**config.mk**
```make
export PLATFORM = sky130hd
export DESIGN_NAME = i2c_slave_regs
export DESIGN_NICKNAME = d
export VERILOG_FILES = /design/src/rtl/i2c_slave_regs.sv
export SDC_FILE = /design/constraint.sdc
export NUM_CORES = 1
export LEC_CHECK = 0
export ABC_AREA = 1
export CAP_MARGIN = 20
export CORE_MARGIN = 4
export CORE_UTILIZATION = 50
export CTS_BUF_LIST = sky130_fd_sc_hd__clkbuf_4
export DETAILED_ROUTE_END_ITERATION = 8
export GPL_TIMING_DRIVEN = 1
export MAX_ROUTING_LAYER = met4
export PLACE_DENSITY_LB_ADDON = 0.12
export SETUP_SLACK_MARGIN = 0.5
export SLEW_MARGIN = 20
export SYNTH_ARGS = -nofsm -noshare
export SYNTH_HDL_FRONTEND = slang
export SYNTH_SLANG_ARGS = --single-unit
```
**constraint.sdc**
```tcl
create_clock -name clk -period 4.8 [get_ports clk]
set_input_delay 1.44 -clock clk [delete_from_list [all_inputs] [get_ports clk]]
set_output_delay 1.44 -clock clk [all_outputs]
set_load 0.05 [all_outputs]
```
**src/rtl/i2c_slave_regs.sv**
```systemverilog
// I2C slave exposing three 8-bit registers behind an auto-incrementing 2-bit pointer.
// Bus pins are sampled through synchronizers; SDA is driven open-drain via sda_oe.
module i2c_slave_regs #(
    parameter logic [6:0] SLAVE_ADDR = 7'h3A
) (
    input  logic       clk,
    input  logic       reset,
    input  logic       scl,
    input  logic       sda_in,
    output logic       sda_oe,
    output logic [7:0] slv_reg0,
    output logic [7:0] slv_reg1,
    output logic [7:0] slv_reg2,
    output logic       wr_pulse,
    output logic       busy,
    output logic [3:0] dbg_state_o
);

    typedef enum logic [3:0] {
        IDLE      = 4'd0,
        ADDR      = 4'd1,
        ADDR_ACK  = 4'd2,
        PTR       = 4'd3,
        PTR_ACK   = 4'd4,
        WDATA     = 4'd5,
        WDATA_ACK = 4'd6,
        RDATA     = 4'd7,
        RDATA_ACK = 4'd8,
        WAIT_STOP = 4'd9
    } state_t;

    state_t      state_q, state_d;
    logic [2:0]  scl_q, sda_q;
    logic [2:0]  bit_cnt_q, bit_cnt_d;
    logic [7:0]  shift_q, shift_d;
    logic [7:0]  tx_q, tx_d;
    logic        rw_q, rw_d;
    logic [1:0]  ptr_q, ptr_d;
    logic        sda_oe_q, sda_oe_d;
    logic        wr_pulse_q, wr_pulse_d;
    logic        busy_q, busy_d;
    logic [7:0]  reg0_q, reg0_d;
    logic [7:0]  reg1_q, reg1_d;
    logic [7:0]  reg2_q, reg2_d;

    logic       scl_s, scl_p, sda_s, sda_p;
    logic       scl_rise, scl_fall, start_evt, stop_evt;
    logic [7:0] rx_byte, rd_byte;
    logic [1:0] ptr_inc;

    // Stages [1:0] synchronize; stage [2] is the previous synchronized value for edges.
    assign scl_s     = scl_q[1];
    assign scl_p     = scl_q[2];
    assign sda_s     = sda_q[1];
    assign sda_p     = sda_q[2];
    assign scl_rise  = scl_s & ~scl_p;
    assign scl_fall  = ~scl_s & scl_p;
    assign start_evt = scl_s & scl_p & ~sda_s & sda_p;
    assign stop_evt  = scl_s & scl_p & sda_s & ~sda_p;

    assign rx_byte = {shift_q[6:0], sda_s};
    assign ptr_inc = ptr_q[1] ? 2'd0 : ptr_q + 2'd1;

    always_comb begin
        case (ptr_q)
            2'd0:    rd_byte = reg0_q;
            2'd1:    rd_byte = reg1_q;
            2'd2:    rd_byte = reg2_q;
            default: rd_byte = 8'h00;
        endcase
    end

    always_ff @(posedge clk) begin
        if (reset) begin
            scl_q      <= 3'b111;
            sda_q      <= 3'b111;
            state_q    <= IDLE;
            bit_cnt_q  <= '0;
            shift_q    <= '0;
            tx_q       <= '0;
            rw_q       <= 1'b0;
            ptr_q      <= '0;
            sda_oe_q   <= 1'b0;
            wr_pulse_q <= 1'b0;
            busy_q     <= 1'b0;
            reg0_q     <= '0;
            reg1_q     <= '0;
            reg2_q     <= '0;
        end else begin
            scl_q      <= {scl_q[1:0], scl};
            sda_q      <= {sda_q[1:0], sda_in};
            state_q    <= state_d;
            bit_cnt_q  <= bit_cnt_d;
            shift_q    <= shift_d;
            tx_q       <= tx_d;
            rw_q       <= rw_d;
            ptr_q      <= ptr_d;
            sda_oe_q   <= sda_oe_d;
            wr_pulse_q <= wr_pulse_d;
            busy_q     <= busy_d;
            reg0_q     <= reg0_d;
            reg1_q     <= reg1_d;
            reg2_q     <= reg2_d;
        end
    end

    always_comb begin
        state_d    = state_q;
        bit_cnt_d  = bit_cnt_q;
        shift_d    = shift_q;
        tx_d       = tx_q;
        rw_d       = rw_q;
        ptr_d      = ptr_q;
        sda_oe_d   = sda_oe_q;
        wr_pulse_d = 1'b0;
        busy_d     = busy_q;
        reg0_d     = reg0_q;
        reg1_d     = reg1_q;
        reg2_d     = reg2_q;

        if (start_evt) begin
            state_d   = ADDR;
            bit_cnt_d = '0;
            sda_oe_d  = 1'b0;
        end else if (stop_evt) begin
            state_d   = IDLE;
            bit_cnt_d = '0;
            sda_oe_d  = 1'b0;
            busy_d    = 1'b0;
        end else begin
            case (state_q)
                ADDR, PTR, WDATA: begin
                    if (scl_rise) begin
                        shift_d   = rx_byte;
                        bit_cnt_d = bit_cnt_q + 3'd1;
                        if (bit_cnt_q == 3'd7) begin
                            if (state_q == ADDR) begin
                                if (rx_byte[7:1] == SLAVE_ADDR) begin
                                    state_d = ADDR_ACK;
                                    rw_d    = rx_byte[0];
                                    busy_d  = 1'b1;
                                end else begin
                                    state_d = WAIT_STOP;
                                    busy_d  = 1'b0;
                                end
                            end else if (state_q == PTR) begin
                                ptr_d   = rx_byte[1:0];
                                state_d = PTR_ACK;
                            end else begin
                                case (ptr_q)
                                    2'd0:    reg0_d = rx_byte;
                                    2'd1:    reg1_d = rx_byte;
                                    2'd2:    reg2_d = rx_byte;
                                    default: ;
                                endcase
                                wr_pulse_d = (ptr_q != 2'd3);
                                ptr_d      = ptr_inc;
                                state_d    = WDATA_ACK;
                            end
                        end
                    end
                end
                ADDR_ACK, PTR_ACK, WDATA_ACK: begin
                    // sda_oe is 0 on entry: first fall starts the ACK, second fall ends it.
                    if (scl_fall) begin
                        if (!sda_oe_q) begin
                            sda_oe_d = 1'b1;
                        end else begin
                            sda_oe_d  = 1'b0;
                            bit_cnt_d = '0;
                            if (state_q != ADDR_ACK) begin
                                state_d = WDATA;
                            end else if (rw_q) begin
                                state_d  = RDATA;
                                sda_oe_d = ~rd_byte[7];
                                tx_d     = {rd_byte[6:0], 1'b0};
                            end else begin
                                state_d = PTR;
                            end
                        end
                    end
                end
                RDATA: begin
                    if (scl_fall) begin
                        // bit_cnt 0 here means the master's ACK just ended: fetch the next byte.
                        if (bit_cnt_q == 3'd0) begin
                            sda_oe_d = ~rd_byte[7];
                            tx_d     = {rd_byte[6:0], 1'b0};
                        end else begin
                            sda_oe_d = ~tx_q[7];
                            tx_d     = {tx_q[6:0], 1'b0};
                        end
                    end else if (scl_rise) begin
                        bit_cnt_d = bit_cnt_q + 3'd1;
                        if (bit_cnt_q == 3'd7) begin
                            state_d = RDATA_ACK;
                            ptr_d   = ptr_inc;
                        end
                    end
                end
                RDATA_ACK: begin
                    if (scl_fall) begin
                        sda_oe_d = 1'b0;
                    end else if (scl_rise) begin
                        bit_cnt_d = '0;
                        state_d   = sda_s ? WAIT_STOP : RDATA;
                    end
                end
                default: ;
            endcase
        end
    end

    assign sda_oe      = sda_oe_q;
    assign wr_pulse    = wr_pulse_q;
    assign busy        = busy_q;
    assign slv_reg0    = reg0_q;
    assign slv_reg1    = reg1_q;
    assign slv_reg2    = reg2_q;
    assign dbg_state_o = state_q;

endmodule

```
======== Yosys cells after proc, flatten, opt, wreduce, memory -nomap -nowiden ========
Cells that the tools add are included.
cells by class
  reductions and logical operators ........ 27
  equal/unequal tests ..................... 37
  muxes and demuxes ....................... 56
  $add $sub $neg .......................... 2
  bitwise logic cells ..................... 20
operators by type and width
  operator              count
  $mux W4               12
  $mux W8               6
  $ne A4 B4 Y1 const B  9
  $reduce_and A8 Y1     4
  $ne A2 B2 Y1 const B  15
  $mux W3               8
  $pmux W8 S3           1
  $reduce_and A10 Y1    2
  $mux W2               9
  $eq A4 B3 Y1 const B  4
  $pmux W4 S4           1
  $pmux W8 S2           1
  $mux W1               15
  $not A1 Y1            13
  $pmux W3 S4           1
  $reduce_bool A2 Y1    6
  $reduce_and A9 Y1     1
  $reduce_or A3 Y1      3
  $eq A4 B2 Y1 const B  2
  $reduce_and A4 Y1     2
  $reduce_or A8 Y1      1
  $and A1 B1 Y1         7
  $eq A7 B6 Y1 const B  1
  $reduce_and A7 Y1     1
  17 further kinds      17
storage, ports and cells
  bits in registers ....................... 58
  output and inout port bits .............. 31
  logic and storage cells ................. 157
  bits of input ports ..................... 4

======== Logic depth before layout (Yosys ltp) ========
Gate-level depths: netlist (run 1).
  word-level depth ........................ 8
  depth in mapped cells ................... 12
  gate-level depth less buffers ........... 11

======== Worst setup path before layout (run 1) ========
OpenSTA, ideal clock, no wires.
  path kind ............................... reg-to-output
  start ................................... reg state_q[3] (netlist: dbg_state_o[3])
  end ..................................... out dbg_state_o[3]
  data arrival time ....................... 0.739 ns
  buffers on the path ..................... 0
  cell stages (with the launch flop) ...... 1
  required time ........................... 3.360 ns
  path slack .............................. 2.621 ns
  path through ............................ dfxtp_1
RTL lines
  what                      line  text
  start: declaration        32    state_t state_q, state_d;
  start signal: assignment  92    state_q <= state_d;
  end: declaration          16    output logic [3:0] dbg_state_o
No word-level cell between the ends.

======== Final worst setup path (run 1) ========
  start ................................... reg state_q[2] (netlist: dbg_state_o[2])
  end ..................................... out dbg_state_o[2]
No word-level cell between the ends.

==> results of run 1 <==
layout make-up:
| cell class | instances | area [sq um] | area share, % |
|---|---|---|---|
| Multi-Input combinational cell | 298 | 1435 | 42.48 |
| Timing Repair Buffer | 35 | 347.8 | 10.30 |
| Clock inverter | 7 | 71.32 | 2.111 |
| Clock buffer | 9 | 67.56 | 2.000 |
| Sequential cell | 57 | 1141 | 33.78 |
| Tap cell | 72 | 90.09 | 2.667 |
| Inverter | 60 | 225.2 | 6.667 |
power breakdown:
part | internal, uW | switching, uW
sequential | 509 | 47.8
combinational | 162 | 362
clock | 157 | 195
through the flow:
stage               std cells  area, sq um  power, uW
floorplan                 425         2875      979.7
global route              538         3378       1539
detailed placement        522         3239       1083
finish                    538         3378       1433
CTS                       538         3378       1435
global placement          522         3239       1079
logic make-up (layout without fill, tap and decap cells):
group | after synthesis | in the layout | share of synthesized area (%)
adders and majority gates | 3 | 3 | 1.306
buffers and inverters | 70 | 111 | 10.40
and+or+nand+nor | 200 | 200 | 30.94
AOI/OAI and AO/OA | 95 | 95 | 17.67
DFF | 57 | 57 | 39.69
registers in the layout (all words and copies together), names as in the netlist:
signal / cells
slv_reg0: 8
slv_reg1: 8
slv_reg2: 8
shift_q: 7
tx_q: 7
dbg_state_o: 4
bit_cnt_q: 3
scl_q: 3
sda_q: 3
ptr_q: 2
busy: 1
rw_q: 1
sda_oe: 1
wr_pulse: 1
cell usage in the layout, fill, tap and decap left out, types with 3 or more instances in the layout:
cell type,Yosys,layout
a21oi_1,39,39
clkbuf_4,0,9
clkdlybuf4s50_1,0,34
dfxtp_1,57,57
ha_1,3,3
inv_1,53,53
inv_2,6,6
nand2_1,94,94
nand2_4,3,3
nand3_1,17,17
nor2_1,62,62
nor2_2,4,4
nor3_1,5,5
o21ai_0,46,46
or2_2,4,4
path summary, 6_finish.rpt:
| path | start | end | slack (ns) | cells past startpoint |
|---|---|---|---|---|
| max | dbg_state_o[2] | dbg_state_o[2] | 1.47 | 1 |
| min | sda_q[0] | sda_q[1] | 0.43 | 1 |
| max reg2reg | bit_cnt_q[0] | slv_reg0[0] | 2.93 | 7 |
| min reg2reg | sda_q[0] | sda_q[1] | 0.43 | 1 |
layer usage:
layer	part of all wire, %	vias to the layer above
met5	0	-
met1	48	1242
met2	44	91
met3	5.8	9
li1	-	1434
met4	1.5	0
==> summary.md, run 1 <==
| Metric | Value |
|---|---|
| Final worst slack | about 1.5 ns |
| Post-CTS sizing | 0 |
| CTS max path bufs | 2 |
| Vias per inst | 5.160 |
| Post-DP HPWL | 5.425 mm |
| Hold WC Path Type | reg -> reg |
| Cell taking the most area after synthesis | dfxtp_1 |
| P&R area growth vs syn | 17.49% |
| Global placer's final weighted congestion | 0.9257 |
| PwrDens | ~420 nW/um^2 |
| Crit path max-delay family | buffers and inverters |
| Crit-path slowest cell | clkdlybuf4s50_1 |
| Crit-path max FO | 10 |
| Setup_tns | 0 ns |
| CP cell instances | clkdlybuf4s50_1 |
| Startpoint types | flip-flop |
| Clk slew on worst S/H paths | 0.11 ns |
| WHS | between 0.4 and 0.5 ns |
| Total length of routed wires | about 7.4 mm |
| IO Count | 35 |
| Total GRT Usage | 22.93% |
| First-pass GRT wire length | around 13 mm |
| Initial Util | roughly half |
| Port Buf Inserts | 34 |
| Routed wire length per instance | about 14 um |
| CTS tree | yes |
| Tmin final | about 3.3 ns |
| Post-synth top cells | nand2_1, nor2_1, dfxtp_1, inv_1, o21ai_0 |
| Crit path required time | 3.36 ns |
| GR Overflow Total | 0 |
| Worst clock skew | 0.01152 ns |
| Seq/Total Area, Yosys | between 30 and 40% |
| Static Leak | ~0.0015 uW |
| Finished Core Util | 60.98% |
| Dpl ws | 1.731 ns |
| Async SR Flop Fraction | 0% |
| Worst skew pair latency | 0.41 ns |
| Least-Margin Pin Slew | approximately 0.63 ns |
| TritonRoute pass-1 iters | 5 |
| Largest net degree at the start of global routing | 38 |
| Ys Warns | 0 |
| DR iter-0 viols | 271 |
| Setup-failing EPs final | 0 |
| Outcome | complete, no violations |
| Final cycle utilization of the critical path | just under 70% |
| Maximum vdd drop | about 0.00025 V |
| Netlist cell types | 32 |
| # DRC | 0 |
| Mapped Cells | 425 |
| Die area | ~7000 sq um |
| Number of nets in the layout | ~470 |
| Vias in the first global route | approximately 2500 |
| Antenna violations before repair | 0 |
| Postcts setup bufs | 0 |
| Vias | 2776 |
| Final Max Slew Viols | 0 |
| Fill count | about 540 |
| Primary FF master, synth | dfxtp_1 |
| CP peak stage delay | 0.89 ns |
| Area contributors post-synth | dfxtp_1, nand2_1, nor2_1, o21ai_0, inv_1 |
| Flops & latches, synth | 57 |
| CTS root buf | clkbuf_4 |
| Ant. Diodes | 0 |
| Chip Height | ~84 um |
| Most used routing layer in global routing | met2 |
| Share of the synthesized area in the top cell type | 39.69% |
| Syn Area/Cell | between 6 and 7 sq um |
| Syn Nets | roughly 430 |
| Clk sink count | 57 |
| Crit path kind | reg -> out |
| Grt met1 use | about a third |
| M2 GR Usage | between 30% and 40% |
| Fin. Hold Viols | 0 |
| Critical path data arrival time | ~1.9 ns |
| Crit. End Element | output pin |
| Number of synthesized flops with an enable pin | 0 |
| Routed Antenna Nets | 0 |
| Die X | around 84 um |
| CTS Buf Count | 9 |
| Met3 Usage GRT | between 5 and 6% |
| Max Clock Freq | ~300 MHz |
| Worst Path Buf+Inv | 1 |
| Slew HR | between 50% and 60% |
| Core area | between 5000 and 6000 sq um |
| Max-Cap Viols | 0 |
| H-tree depth | 3 |
| Fraction of layout cells with a size suffix above 1 | 9.657% |
| Hold_buf cts | 0 |
| Cell area after synthesis | roughly 2900 sq um |
| Rows | 27 |
| Most frequent cell after synthesis | nand2_1 |
| RSZ-0062 raised after global routing | false |
Note: power is estimated with default switching activity, not from simulation.
==> run 2, diff against run 1 <==
clock period = 2.8 ns   (was 4.8 ns; I/O delays follow)
==> run 2 against run 1 <==
Critical path depth unchanged; sequential cell count unchanged; critical endpoint unchanged; critical path type unchanged; first-iteration DRC count decreased by 39%; utilization decreased by 0.43 points; cell area decreased by 0.70%; via count decreased by 0.50%; highest routed layer unchanged; combinational power increased by 70%; routed wire length decreased by 2.3%; register-to-register slack got worse by 2.1 ns; die area unchanged; sequential power increased by 70%; power increased by 70%.
==> summary.md, run 2 (synthesis results as in run 1) <==
| Metric | Value |
|---|---|
| Max Clock Freq | between 400 and 500 MHz |
| Crit. End Element | output pin |
| Worst clock skew | 0.01447 ns (+0.002946 ns) |
| TritonRoute pass-1 iters | 4 (-1) |
| Maximum vdd drop | 0.0005471 V (+110%) |
| Largest net degree at the start of global routing | 17 (-55%) |
| Core area | 5540 sq um (unchanged) |
| Crit path required time | 1.96 ns (-1.40 ns) |
| P&R area growth vs syn | 16.67% |
| Commonest cells after routing, fill and taps aside | nand2_1, nor2_1, dfxtp_1 |
| Slew HR | 57.12% (-0.74 points) |
| Clk sink count | 57 (unchanged) |
| Total GRT Usage | 22.42% (-0.51 points) |
| Final Max Slew Viols | 0 (unchanged) |
| Antenna violations before repair | 0 (unchanged) |
| Rows | 27 (unchanged) |
| Die X | 83.83 um (unchanged) |
| Least-Margin Pin Slew | 0.6409 ns (+0.01112 ns) |
| Cell Area, Placed | 3262 sq um (+0.70%) |
| Vias in the first global route | 2537 (-0.16%) |
| Crit path max-delay family | flip-flops |
| Postcts setup bufs | 0 (unchanged) |
| Setup_tns | 0 ns (unchanged) |
| RSZ-0062 raised after global routing | false |
| DR iter-0 viols | 166 (-39%) |
| Initial Util | 51.90% (unchanged) |
| Crit path kind | reg -> out |
| CP peak stage delay | 0.56 ns (-0.33 ns) |
| Crit-path slowest cell | dfxtp_1 |
| Global placer's final weighted congestion | 0.9023 (-2.5%) |
| IO Count | 35 (unchanged) |
| Hold WC Path Type | reg -> reg |
| Worst Path Buf+Inv | 1 (unchanged) |
| CP cell instances | clkdlybuf4s15_2 |
| Critical path data arrival time | 1.40 ns (-0.49 ns) |
| Static Leak | 0.001611 uW (+10%) |
| Ant. Diodes | 0 (unchanged) |
| # DRC | 0 (unchanged) |
| Setup-failing EPs final | 0 (unchanged) |
| Max-Cap Viols | 0 (unchanged) |
| Vias per inst | 5.105 (-1.1%) |
| GR Overflow Total | 0 (unchanged) |
| CTS tree | yes |
| Routed Antenna Nets | 0 (unchanged) |
| H-tree depth | 3 (unchanged) |
| Tmin final | approximately 2.2 ns |
| Chip Height | 83.83 um (unchanged) |
| Final Instance Area | 3354 sq um (-0.70%) |
| DP Cell Count | 525 (+0.57%) |
| Fraction of layout cells with a size suffix above 1 | 11.09% (+1.4 points) |
| Fin. Hold Viols | 0 (unchanged) |
| Vias | 2762 (-0.50%) |
| Worst skew pair latency | 0.40 ns (about the same) |
| CTS max path bufs | 2 (unchanged) |
| Clk slew on worst S/H paths | 0.11 ns (about the same) |
| Final cycle utilization of the critical path | between 70 and 80% |
| PwrDens | 726.9 nW/um^2 (+71%) |
| Final cell count without fillers | 541 (+0.56%) |
| Die area | 7027 sq um (unchanged) |
| Startpoint types | flip-flop |
| Crit-path max FO | 10 (unchanged) |
| Post-DP HPWL | 5.501 mm (+1.4%) |
| Port Buf Inserts | 34 (unchanged) |
| Total length of routed wires | 7.258 mm (-2.3%) |
| Routed wire length per instance | 13.42 um (-2.8%) |
| CTS Buf Count | 9 (unchanged) |
| Fill count | 551 (+1.3%) |
| Outcome | complete, no violations |
| Most common cell after layout, fill and taps aside | nand2_1 |
| First-pass GRT wire length | 12.14 mm (-3.5%) |
| CTS root buf | clkbuf_4 |
| Number of nets in the layout | 471 (+0.64%) |
## run 2: timing repair
item | CTS | global route
hold buffers | 0 | 0
resized for setup | 36 | 3
setup endpoints to repair | 31 | 2
pin swaps | 0 | 0
## run 2: metal layers
layer | GRT usage, % | up-vias | wire length (um)
li1 | - | 1434 | -
met1 | 31.04 | 1263 | 3554
met2 | 33.19 | 58 | 3189
met3 | 3.554 | 7 | 430
met4 | 7.895 | 0 | 83
met5 | - | - | 0
## run 2: worst paths after layout
path | startpoint | end | slack (ns) | cells after the start
worst max-delay path | dbg_state_o[2] | dbg_state_o[2] | 0.56 | 1
worst min-delay path | scl_q[0] | scl_q[1] | 0.41 | 1
worst max register to register | bit_cnt_q[0] | slv_reg0[5] | 0.82 | 7
worst min register to register | scl_q[0] | scl_q[1] | 0.41 | 1
## run 2: power by group
group	switching (uW)	total (uW)	internal [uW]
Sequential	77.1	949	872
Clock	321	597	276
Combinational	623	891	268
Total	1020	2440	1420
## run 2: metrics by stage
| step | power (uW) | util [%] | hold WS (ns) | setup slack [ns] |
|---|---|---|---|---|
| 3_3_place_gp | 1858 | 58.88 | 0.3928 | 0.5721 |
| 2_1_floorplan | 1680 | - | 0.3895 | 1.020 |
| 6_report | 2438 | 60.55 | 0.4124 | 0.5611 |
| 4_1_cts | 2449 | 60.70 | 0.4225 | 0.3998 |
| 3_5_place_dp | 1866 | 58.88 | 0.3993 | 0.5593 |
| 5_1_grt | 2604 | 60.55 | 0.4353 | 0.5057 |
## run 2: layout make-up
| cell class | count | area, sq um | area share (%) |
|---|---|---|---|
| multi-input cells | 298 | 1435 | 42.78 |
| flip-flops and latches | 57 | 1141 | 34.02 |
| repair buffers | 38 | 329.1 | 9.810 |
| inverters | 60 | 225.2 | 6.714 |
| well taps | 72 | 90.09 | 2.686 |
| clock buffers | 10 | 75.07 | 2.238 |
| clock inverters | 6 | 58.81 | 1.753 |
